`src/rtl/neo_pkg.sv`:
```
// Shared definitions for the NeoPixel link: FSM states, pixel layout and
// 50 MHz timing constants used by both the receiver and the strand controller.
package neo_pkg;

    // Bit-cell timing at 50 MHz (cycles): 0-bit and 1-bit high/low widths
    localparam int T0H_CYCLES = 18;
    localparam int T0L_CYCLES = 40;
    localparam int T1H_CYCLES = 35;
    localparam int T1L_CYCLES = 30;

    // Receiver decode limits (cycles)
    localparam int MIN_HIGH_CYCLES    = 8;
    localparam int HIGH_THRESH_CYCLES = 26;
    localparam int MAX_HIGH_CYCLES    = 50;
    localparam int LATCH_GAP_CYCLES   = 2500;   // 50 us frame-end gap

    localparam int WORD_BITS = 24;
    localparam int RUN_W     = 12;              // holds LATCH_GAP_CYCLES
    localparam int IDX_W     = 3;
    localparam int BIT_CNT_W = 5;

    typedef enum logic [1:0] {
        RESYNC,
        IDLE,
        HIGH,
        LOW
    } state_t;

    typedef struct packed {
        logic [7:0] g;
        logic [7:0] r;
        logic [7:0] b;
    } pixel_t;

endpackage

```
`src/rtl/neo_pulse_meter.sv`:
```
// Line front end: two-flop synchronizer, edge detect and a run-length counter
// that reports how many cycles the synced line has held its current level.
module neo_pulse_meter
    import neo_pkg::*;
(
    input  logic             clock,
    input  logic             reset,
    input  logic             neo_in,
    output logic             level,
    output logic             rise,
    output logic             fall,
    output logic [RUN_W-1:0] run_len
);

    logic sync_a;
    logic sync_b;

    // Bring the asynchronous line into the clock domain
    // NOTE: sequential state uses non-blocking (<=) so every flop samples pre-edge values.
    always_ff @(posedge clock or posedge reset) begin
        if (reset) begin
            sync_a <= 1'b0;
            sync_b <= 1'b0;
        end else begin
            sync_a <= neo_in;
            sync_b <= sync_a;
        end
    end

    // Track the previous level and the length of its run (saturating)
    always_ff @(posedge clock or posedge reset) begin
        if (reset) begin
            level   <= 1'b0;
            run_len <= '0;
        end else begin
            level <= sync_b;
            if (sync_b != level)
                run_len <= RUN_W'(1);
            else if (run_len != '1)
                run_len <= run_len + RUN_W'(1);
        end
    end

    // run_len is the full width of the run that ends on these edges
    assign rise = sync_b & ~level;
    assign fall = ~sync_b & level;

endmodule

```
`src/rtl/neo_pixel_receiver.sv`:
```
// NeoPixel receiver: decodes high-pulse widths into bits, assembles 24-bit
// {G,R,B} words and presents them on a valid/ready port with the pixel index.
// Optional feature macro NEO_FORWARD_EN: pass excess words downstream on neo_out.
module neo_pixel_receiver
    import neo_pkg::*;
#(
    parameter int NUM_PIXELS   = 5,
    parameter int MIN_HIGH     = MIN_HIGH_CYCLES,
    parameter int HIGH_THRESH  = HIGH_THRESH_CYCLES,
    parameter int MAX_HIGH     = MAX_HIGH_CYCLES,
    parameter int LATCH_CYCLES = LATCH_GAP_CYCLES
)(
    input  logic        clock,
    input  logic        reset,
    input  logic        neo_in,
    input  logic        pixel_ready,
    output logic        pixel_valid,
    output logic [23:0] pixel_data,
    output logic [2:0]  pixel_index,
    output logic        frame_done,
    output logic [2:0]  frame_count,
    output logic        overflow,
    output logic        error,
    output logic        neo_out
);

    localparam logic [RUN_W-1:0]     MIN_L    = RUN_W'(MIN_HIGH);
    localparam logic [RUN_W-1:0]     THRESH_L = RUN_W'(HIGH_THRESH);
    localparam logic [RUN_W-1:0]     MAX_L    = RUN_W'(MAX_HIGH);
    localparam logic [RUN_W-1:0]     LATCH_L  = RUN_W'(LATCH_CYCLES);
    localparam logic [IDX_W-1:0]     FULL_IDX = IDX_W'(NUM_PIXELS);
    localparam logic [BIT_CNT_W-1:0] LAST_BIT = BIT_CNT_W'(WORD_BITS - 1);

    state_t                 state;
    state_t                 state_next;
    logic                   level;
    logic                   rise;
    logic                   fall;
    logic [RUN_W-1:0]       run_len;
    logic                   long_low;
    logic                   bit_take;
    logic                   pulse_fail;
    logic                   latch_hit;
    logic [WORD_BITS-1:0]   shift_q;
    logic [WORD_BITS-1:0]   shift_next;
    logic [BIT_CNT_W-1:0]   bit_cnt;
    logic [IDX_W-1:0]       pix_idx;
    pixel_t                 word_q;

    neo_pulse_meter u_meter (
        .clock   (clock),
        .reset   (reset),
        .neo_in  (neo_in),
        .level   (level),
        .rise    (rise),
        .fall    (fall),
        .run_len (run_len)
    );

    assign long_low   = !level && (run_len >= LATCH_L);
    // First received bit ends up in bit 0 after 24 shifts
    assign shift_next = {(run_len >= THRESH_L), shift_q[WORD_BITS-1:1]};

    // State register
    always_ff @(posedge clock or posedge reset) begin
        if (reset) state <= RESYNC;
        else       state <= state_next;
    end

    // Next state and per-cycle decode strobes
    always_comb begin
        // NOTE: defaults first so no path leaves a signal unassigned (no latches).
        state_next = state;
        bit_take   = 1'b0;
        pulse_fail = 1'b0;
        latch_hit  = 1'b0;
        case (state)
            RESYNC: if (long_low) state_next = IDLE;
            IDLE:   if (rise)     state_next = HIGH;
            HIGH: begin
                if (run_len > MAX_L) begin
                    pulse_fail = 1'b1;
                    state_next = RESYNC;
                end else if (fall) begin
                    if (run_len < MIN_L) begin
                        pulse_fail = 1'b1;
                        state_next = RESYNC;
                    end else begin
                        bit_take   = 1'b1;
                        state_next = LOW;
                    end
                end
            end
            LOW: begin
                if (long_low) begin
                    latch_hit  = 1'b1;
                    state_next = IDLE;
                end else if (rise) begin
                    state_next = HIGH;
                end
            end
            default: state_next = RESYNC;
        endcase
    end

    // Shift register, word assembly, output buffer and status pulses
    always_ff @(posedge clock or posedge reset) begin
        if (reset) begin
            shift_q     <= '0;
            bit_cnt     <= '0;
            pix_idx     <= '0;
            word_q      <= '0;
            pixel_valid <= 1'b0;
            pixel_index <= '0;
            frame_done  <= 1'b0;
            frame_count <= '0;
            overflow    <= 1'b0;
            error       <= 1'b0;
        end else begin
            frame_done <= 1'b0;
            overflow   <= 1'b0;
            error      <= 1'b0;
            if (pixel_valid && pixel_ready)
                pixel_valid <= 1'b0;
            if (state == IDLE) begin
                bit_cnt <= '0;
                pix_idx <= '0;
            end
            if (pulse_fail)
                error <= 1'b1;
            if (latch_hit) begin
                frame_done  <= 1'b1;
                frame_count <= pix_idx;
                bit_cnt     <= '0;
                if (bit_cnt != '0)
                    error <= 1'b1;   // partial word dropped
            end
            if (bit_take) begin
                shift_q <= shift_next;
                if (bit_cnt == LAST_BIT) begin
                    bit_cnt <= '0;
                    if (pix_idx == FULL_IDX) begin
`ifdef NEO_FORWARD_EN
                        // excess words travel downstream on neo_out instead
`else
                        error <= 1'b1;
`endif
                    end else begin
                        pix_idx <= pix_idx + IDX_W'(1);
                        if (pixel_valid && !pixel_ready) begin
                            overflow <= 1'b1;
                        end else begin
                            pixel_valid <= 1'b1;
                            word_q      <= pixel_t'(shift_next);
                            pixel_index <= pix_idx;
                        end
                    end
                end else begin
                    bit_cnt <= bit_cnt + BIT_CNT_W'(1);
                end
            end
        end
    end

    assign pixel_data = word_q;

`ifdef NEO_FORWARD_EN
    // Once this receiver is full, repeat the synced line downstream
    always_ff @(posedge clock or posedge reset) begin
        if (reset) neo_out <= 1'b0;
        else       neo_out <= (pix_idx == FULL_IDX) && level;
    end
`else
    assign neo_out = 1'b0;
`endif

endmodule
```
`config.mk`:
```
export PLATFORM = sky130hd
export DESIGN_NAME = neo_pixel_receiver
export DESIGN_NICKNAME = d
export VERILOG_FILES = /design/src/rtl/neo_pkg.sv /design/src/rtl/neo_pulse_meter.sv /design/src/rtl/neo_pixel_receiver.sv
export SDC_FILE = /design/constraint.sdc
export NUM_CORES = 1
export LEC_CHECK = 0
export CAP_MARGIN = 10
export CORE_MARGIN = 8
export CORE_UTILIZATION = 55
export DETAILED_ROUTE_END_ITERATION = 8
export DONT_BUFFER_PORTS = 1
export PLACE_DENSITY = 0.71
export SLEW_MARGIN = 20
export SYNTH_ARGS = -nofsm -noshare
export SYNTH_HDL_FRONTEND = slang
export SYNTH_SLANG_ARGS = --single-unit
```
`constraint.sdc`:
```
create_clock -name clock -period 3.65 [get_ports clock]
set_clock_uncertainty 0.1 [all_clocks]
set_input_delay 0.73 -clock clock [delete_from_list [all_inputs] [get_ports clock]]
set_output_delay 0.73 -clock clock [all_outputs]
set_load 0.01 [all_outputs]
```
==> out/metrics.csv, run 1 <==
stage;metric;value;unit
run_status;status;finished clean;
flow_run;number of max-cap violations;0;
worst_hold_path;Worst Hold Class;reg2reg;
yosys;syn nets;306;
floorplanning;Initial Util;55.4;%
drt;top sig layer;met4;
timing;Max Slew Vio Count;0;
timing;Final Cycle Share;63.3;%
clock_tree;clk buf depth;2;
yosys;Ys Warns;0;
yosys;Post-synth EDFFs;0;
yosys;synthesized flop and latch total;82;
setup_path;Req. time, crit path;3.77;ns
timing;Worst-Margin Slew;0.778;ns
clock_tree;clock sink total;82;
global_route;largest net degree at the start of global routing;48;
place;Area after DPL;0.00374;mm2
drt;post-route ant nets;0;
drt;routed vias/inst;5.92;
yosys;ys async rst share;100;%
drt;M1 WL;2950;um
floorplanning;Core ar.;0.00664;mm2
yosys;Synth Instances;294;
global_route;first-pass GRT wire length;11100;um
floorplanning;height of the die;97.8;um
place;DPL Wire Length;4430;um
drt;Starting DRT DRC Count;96;
final_layout;share of layout cells above drive strength 1;26.4;%
setup_path;Worst EP arrival;2.44;ns
setup_path;CP Class;reg2reg;
yosys;syn_area_per_cell;12.5;um2
timing;fmax;433;MHz
global_route;Tot GR Track Use;14.3;%
final_layout;Util after Layout;59.1;%
final_layout;cell area after layout;0.00392;mm2
drt;DR WL met2;2910;um
clock_tree;root buffer selected by CTS;clkbuf_8;
drt;DRC;0;
pwr;maximum VDD drop;0.000222;V
global_route;Remaining Overflow, GRT;0;
global_route;vias in the first global route;2269;
clock_tree;Clk Latency, worst-skew pair;0.34;ns
clock_tree;Post-CTS Setup Bufs;0;
timing;unrepaired setup endpoints after global routing;no;
yosys;top cell type's share of synthesized area;55.8;%
final_layout;Final nets;310;
yosys;Synth area leaders;dfrtp_1 56%, mux2_2 16%, ha_1 2.7%;
clock_tree;H-tree Lvls;3;
final_layout;register area;0.00205;mm2
drt;vias post-DR;2267;
drt;DRT Pass-1 Iters;4;
setup_path;flop2flop setup slack;1.34;ns
floorplanning;Die Area;0.00956;mm2
setup_path;Worst setup EP type;flip-flop;
setup_path;crit path launch type;flip-flop;
drt;total wire length;6400;um
place;port buffer count;0;
yosys;top_reg_cell synth;dfrtp_1;
yosys;count of different cell masters after synthesis;51;
global_route;initial antenna violation count;0;
yosys;Seq/Total Area, Yosys;55.8;%
setup_path;CP max FO;26;
clock_tree;number of hold buffers added after cts;0;
yosys;Synth area leader;dfrtp_1;
floorplanning;Die X;97.8;um
clock_tree;CTS resizes;0;
timing;Max-slew headroom;48.1;%
drt;WL per Instance;16.7;um
clock_tree;total CTS buffers;9;
timing;Fin Setup TNS;0;ns
timing;final hold viol count;0;
pwr;Pwr Total;1.60;mW
floorplanning;IO Pins;39;
drt;met3 WL;433;um
clock_tree;Reg clk slew, reported paths;0.08;ns
pwr;P_leak;1.85;nW
pwr;P per Cell Area;408;mW/mm2
place;RePlAce Congestion;0.844;
final_layout;Layout area overhead;6.67;%
clock_tree;CTS tree;yes;
final_layout;Filler cells;542;
timing;post-route minimum period;2.31;ns
final_layout;area of the multi-input gates;0.00150;mm2
yosys;Netlist Area Pre-Place;0.00368;mm2
floorplanning;row count;30;
final_layout;Antenna Cells;0;
timing;Setup Viol. Count Final;0;
[cells in the final DEF (no fill, tap or decap), drive strengths merged, types with 3 or more instances in the layout]
master | netlist | final
dfrtp | 82 | 82
mux2 | 52 | 52
nand2 | 18 | 18
nor2 | 15 | 15
inv | 14 | 15
clkbuf | 2 | 10
nand3 | 9 | 9
ha | 8 | 8
nand4 | 7 | 7
o211ai | 5 | 5
mux2i | 5 | 5
nor3 | 5 | 5
o21ai | 4 | 4
and2 | 4 | 4
xnor2 | 4 | 4
buf | 9 | 4
nand2b | 3 | 3
nor4 | 3 | 3
nor2b | 3 | 3
o31ai | 3 | 3
a211oi | 3 | 3
clkinv | 0 | 3
[report_power, final]
group          switching, mW  total [mW]  internal [mW]
Sequential            0.0187       0.935          0.917
Clock                  0.331       0.603          0.273
Combinational         0.0408      0.0627         0.0219
Total                  0.390        1.60           1.21
[kinds of logic (layout without fill, tap and decap cells)]
| kind of cell | count (synthesis) | in the layout | share of synthesized area, % |
|---|---|---|---|
| buffers and inverters | 25 | 34 | 3.47 |
| XOR/XNOR | 4 | 4 | 0.952 |
| AND/OR/NAND/NOR | 80 | 80 | 11.7 |
| multiplexers | 57 | 57 | 17.3 |
| adder cells (fa/ha/maj) | 8 | 8 | 2.72 |
| AO/OA/AOI/OAI | 37 | 37 | 7.99 |
| flip-flops | 82 | 82 | 55.8 |
| other | 1 | 1 | 0.102 |
[per-layer routing]
metal	vias to the layer above	track usage [%]
li1	1076	-
met1	1119	18.3
met2	62	21.5
met3	10	4.27
met4	0	6.95
met5	-	0
[worst max-delay path: stages (launching register included)]
cell	delay (ns)
dfrtp_1	0.42
ha_1	0.30
and4b_1	0.35
nand3_1	0.17
nor3_4	0.13
buf_4	0.35
mux2_2	0.38
[stage by stage]
step	hold WS, ns	std cells	setup slack, ns
after global routing	0.279	383	1.15
after detailed placement	0.254	367	1.34
after global placement	0.232	367	1.38
final	0.264	383	1.34
after floorplan	0.231	294	0.712
after CTS	0.273	383	1.33
[layout make-up]
class | count | share of cell area (%)
clock inverter | 6 | 1.24
timing repair buffer | 4 | 0.765
sequential | 82 | 52.3
clock buffer | 10 | 3.51
tap | 80 | 2.55
multi-input combinational | 187 | 38.3
inverter | 14 | 1.37
[flip-flops by register name, summed over array words and instances, names as in the netlist]
register,count
bit_cnt,5
u_meter.sync_b,1
shift_q,23
pixel_valid,1
state,2
u_meter.level,1
error,1
pixel_index,3
u_meter.sync_a,1
overflow,1
pixel_data,24
u_meter.run_len,12
pix_idx,3
frame_count,3
frame_done,1
[cells in the mapped netlist (3+ instances only)]
master and count:
nand2_1 18, o211ai_1 5, nor3_1 4, xnor2_1 4, nand2b_1 3, nor4_1 3, dfrtp_1 82, mux2_2 52
nand3_1 9, o21ai_0 4, buf_4 4, and2_1 4, o31ai_1 3, nor2_1 15, nand4_1 7, mux2i_1 5
buf_2 3, nor2b_1 3, inv_1 14, ha_1 8
[worst paths after layout]
check | endpoint | cells after the start | startpoint
min | u_meter.sync_b | 0 | u_meter.sync_a
max reg2reg | pixel_data[6] | 6 | bit_cnt[0]
min in group asynchronous | pixel_data[14] | 1 | reset
max in group asynchronous | pixel_data[22] | 2 | reset
max | pixel_data[6] | 6 | bit_cnt[0]
min reg2reg | u_meter.sync_b | 0 | u_meter.sync_a
Power figures use the tool's default switching activity.
==> run 2, diff against run 1 <==
PLACE_DENSITY = 0.74   (was 0.71)
clock period = 1.98 ns   (was 3.65 ns; I/O delays follow)
==> run 2 against run 1 <==
Register-to-register slack got worse by 1.4 ns. Via count increased by 9.0%. Non-clock buffer count increased by 47. The run now ends with setup timing left. Global-route usage increased by 1.5 points. Worst hold slack about the same. Sequential share of layout area decreased by 7.0 points. Combinational power increased to 3.2 times the previous value. Die area unchanged.
==> out/metrics.csv, run 2 (synthesized netlist as in run 1, its figures left out) <==
stage;metric;value;unit;change
floorplanning;height of the die;97.8;um;unchanged
setup_path;r2r endpoint;pixel_data[11];;
final_layout;Final nets;357;;+15%
final_layout;final non-filler cell total;430;;+12%
drt;Starting DRT DRC Count;97;;+1.0%
setup_path;Critical Path Source;u_meter.run_len[0];;
drt;DRT Pass-1 Iters;4;;unchanged
pwr;maximum VDD drop;0.000429;V;+94%
timing;setup ws final;-0.0451;ns;-1.38 ns
timing;Setup Viol. Count Final;12;;+12
worst_hold_path;Worst Hold Class;reg2reg;;
final_layout;Util after Layout;68.2;%;+9.2 points
timing;Max Slew Vio Count;0;;unchanged
global_route;vias in the first global route;2487;;+9.6%
global_route;initial antenna violation count;0;;unchanged
final_layout;max reg flops;24;;unchanged
timing;hold slack;0.264;ns;-0.000131 ns
clock_tree;total CTS buffers;9;;unchanged
clock_tree;clock sink total;82;;unchanged
run_status;failing checks;setup timing;;
final_layout;most frequent cells in the layout;82 x dfrtp_1, 41 x buf_4, 35 x mux2_2;;
final_layout;Filler cells;447;;-18%
setup_path;slowest stage delay, CP;0.42;ns;about the same
final_layout;commonest non-fill, non-tap cell in the layout;dfrtp_1;;
pwr;P per Cell Area;702;mW/mm2;+72%
drt;DRC;0;;unchanged
flow_run;number of max-cap violations;0;;unchanged
pwr;Pwr Total;3.18;mW;+99%
global_route;largest net degree at the start of global routing;40;;-17%
setup_path;reg-to-reg startpoint;u_meter.run_len[0];;
final_layout;Layout area overhead;23.2;%;
pwr;P_leak;2.15;nW;+16%
setup_path;Worst EP arrival;2.17;ns;-0.27 ns
timing;unrepaired setup endpoints after global routing;yes;;
timing;Worst-Margin Slew;0.524;ns;-0.253 ns
setup_path;CP Class;reg2reg;;
clock_tree;Clk Latency, worst-skew pair;0.36;ns;+0.02 ns
place;Place WS;-0.0340;ns;-1.38 ns
global_route;first-pass GRT wire length;12200;um;+9.2%
timing;post-route minimum period;2.03;ns;-0.286 ns
floorplanning;Die X;97.8;um;unchanged
drt;total wire length;7760;um;+21%
place;RePlAce Congestion;0.848;;+0.44%
setup_path;cells along the critical path;a211oi_4, o2111ai_4, nor3_4, buf_4, clkbuf_16, mux2_2;;
drt;DR WL met2;3830;um;+32%
floorplanning;Core ar.;0.00664;mm2;unchanged
drt;vias post-DR;2472;;+9.0%
drt;WL per Instance;18.0;um;+8.0%
drt;M1 WL;3470;um;+17%
setup_path;Slowest-stage cell, CP;dfrtp_1;;
place;port buffer count;0;;unchanged
run_status;status;complete, but fails checks;;
final_layout;Antenna Cells;0;;unchanged
floorplanning;IO Pins;39;;unchanged
final_layout;share of layout cells above drive strength 1;38.9;%;+12 points
drt;routed vias/inst;5.75;;-2.9%
setup_path;Worst setup EP type;flip-flop;;
clock_tree;Reg clk slew, reported paths;0.09;ns;about the same
timing;final hold viol count;0;;unchanged
timing;Final Cycle Share;102;%;+39 points
setup_path;CP max FO;10;;-62%
floorplanning;row count;30;;unchanged
floorplanning;Die Area;0.00956;mm2;unchanged
clock_tree;H-tree Lvls;3;;unchanged
drt;top sig layer;met4;;
setup_path;crit path capture;pixel_data[11];;
setup_path;crit path launch type;flip-flop;;
place;DPL Wire Length;5150;um;+16%
floorplanning;Initial Util;55.4;%;unchanged
drt;met3 WL;340;um;-21%
setup_path;flop2flop setup slack;-0.05;ns;-1.38 ns
clock_tree;clk buf depth;2;;unchanged
timing;Max-slew headroom;65.0;%;+17 points
place;Placed Instances;408;;+11%
clock_tree;root buffer selected by CTS;clkbuf_8;;
global_route;Remaining Overflow, GRT;0;;unchanged
clock_tree;CTS tree;yes;;
drt;post-route ant nets;0;;unchanged
timing;fmax;494;MHz;+14%
global_route;Tot GR Track Use;15.7;%;+1.5 points
setup_path;Req. time, crit path;2.12;ns;-1.65 ns
setup_path;Register-to-Register Path Depth;6;;unchanged
-- run 2: cell count changes in the layout (fill, tap and decap cells not counted), moves of 3 or more --
cell / previous run / this run
nor2_1: 14 / 11
mux2_2: 52 / 35
buf_4: 4 / 41
buf_12: 0 / 4
nor2_2: 1 / 4
mux2_4: 0 / 17
-- run 2: report_power, final --
group          internal [mW]  total [mW]  leakage, nW  switching (mW)
registers               1.69        1.71         1.13          0.0224
clock network          0.633        1.27        0.105           0.638
logic                 0.0865       0.199        0.916           0.112
-- run 2: metrics by stage --
stage | setup TNS (ns) | area (um2)
floorplan | -3.61 | 3710
global placement | 0 | 4120
detailed placement | -0.475 | 4120
CTS | -0.289 | 4370
global route | -3.17 | 4530
finish | -0.354 | 4530
-- run 2: timing repair --
item,CTS,global route
setup buffers,0,2
hold endpoints to repair,20,0
endpoints found under the setup margin,43,56
gates resized for setup,5,27
pin swaps,0,3
hold buffers,2,0
cloned,0,2
-- run 2: final cells by class --
type	instances	area, um2	share of cell area [%]
flip-flops and latches	82	2050	45.3
multi-input cells	187	1630	36.0
repair buffers	51	484	10.7
clock buffers	10	138	3.04
well taps	80	100	2.21
clock inverters	6	71.3	1.57
inverters	14	56.3	1.24
-- run 2: worst min-delay path by stage --
stage | from | endpoint | depth (start not counted)
floorplan | u_meter.sync_a | u_meter.sync_b | 0
global placement | reset | overflow | 1
detailed placement | reset | overflow | 1
CTS | u_meter.sync_a | u_meter.sync_b | 0
global route | u_meter.sync_a | u_meter.sync_b | 0
finish | u_meter.sync_a | u_meter.sync_b | 0
-- run 2: metal layers --
layer / GRT usage (%) / vias to the layer above
met5: 0 / -
met1: 19.0 / 1247
met4: 7.07 / 0
li1: - / 1173
met2: 25.8 / 41
met3: 4.20 / 11
-- run 2: worst max-delay path: cells and delay by family (launching register included) --
kind            cells  cell delay, ns
compound gates      2            0.50
buf+inv             2            0.30
simple gates        1            0.25
flops               1            0.42
mux                 1            0.33
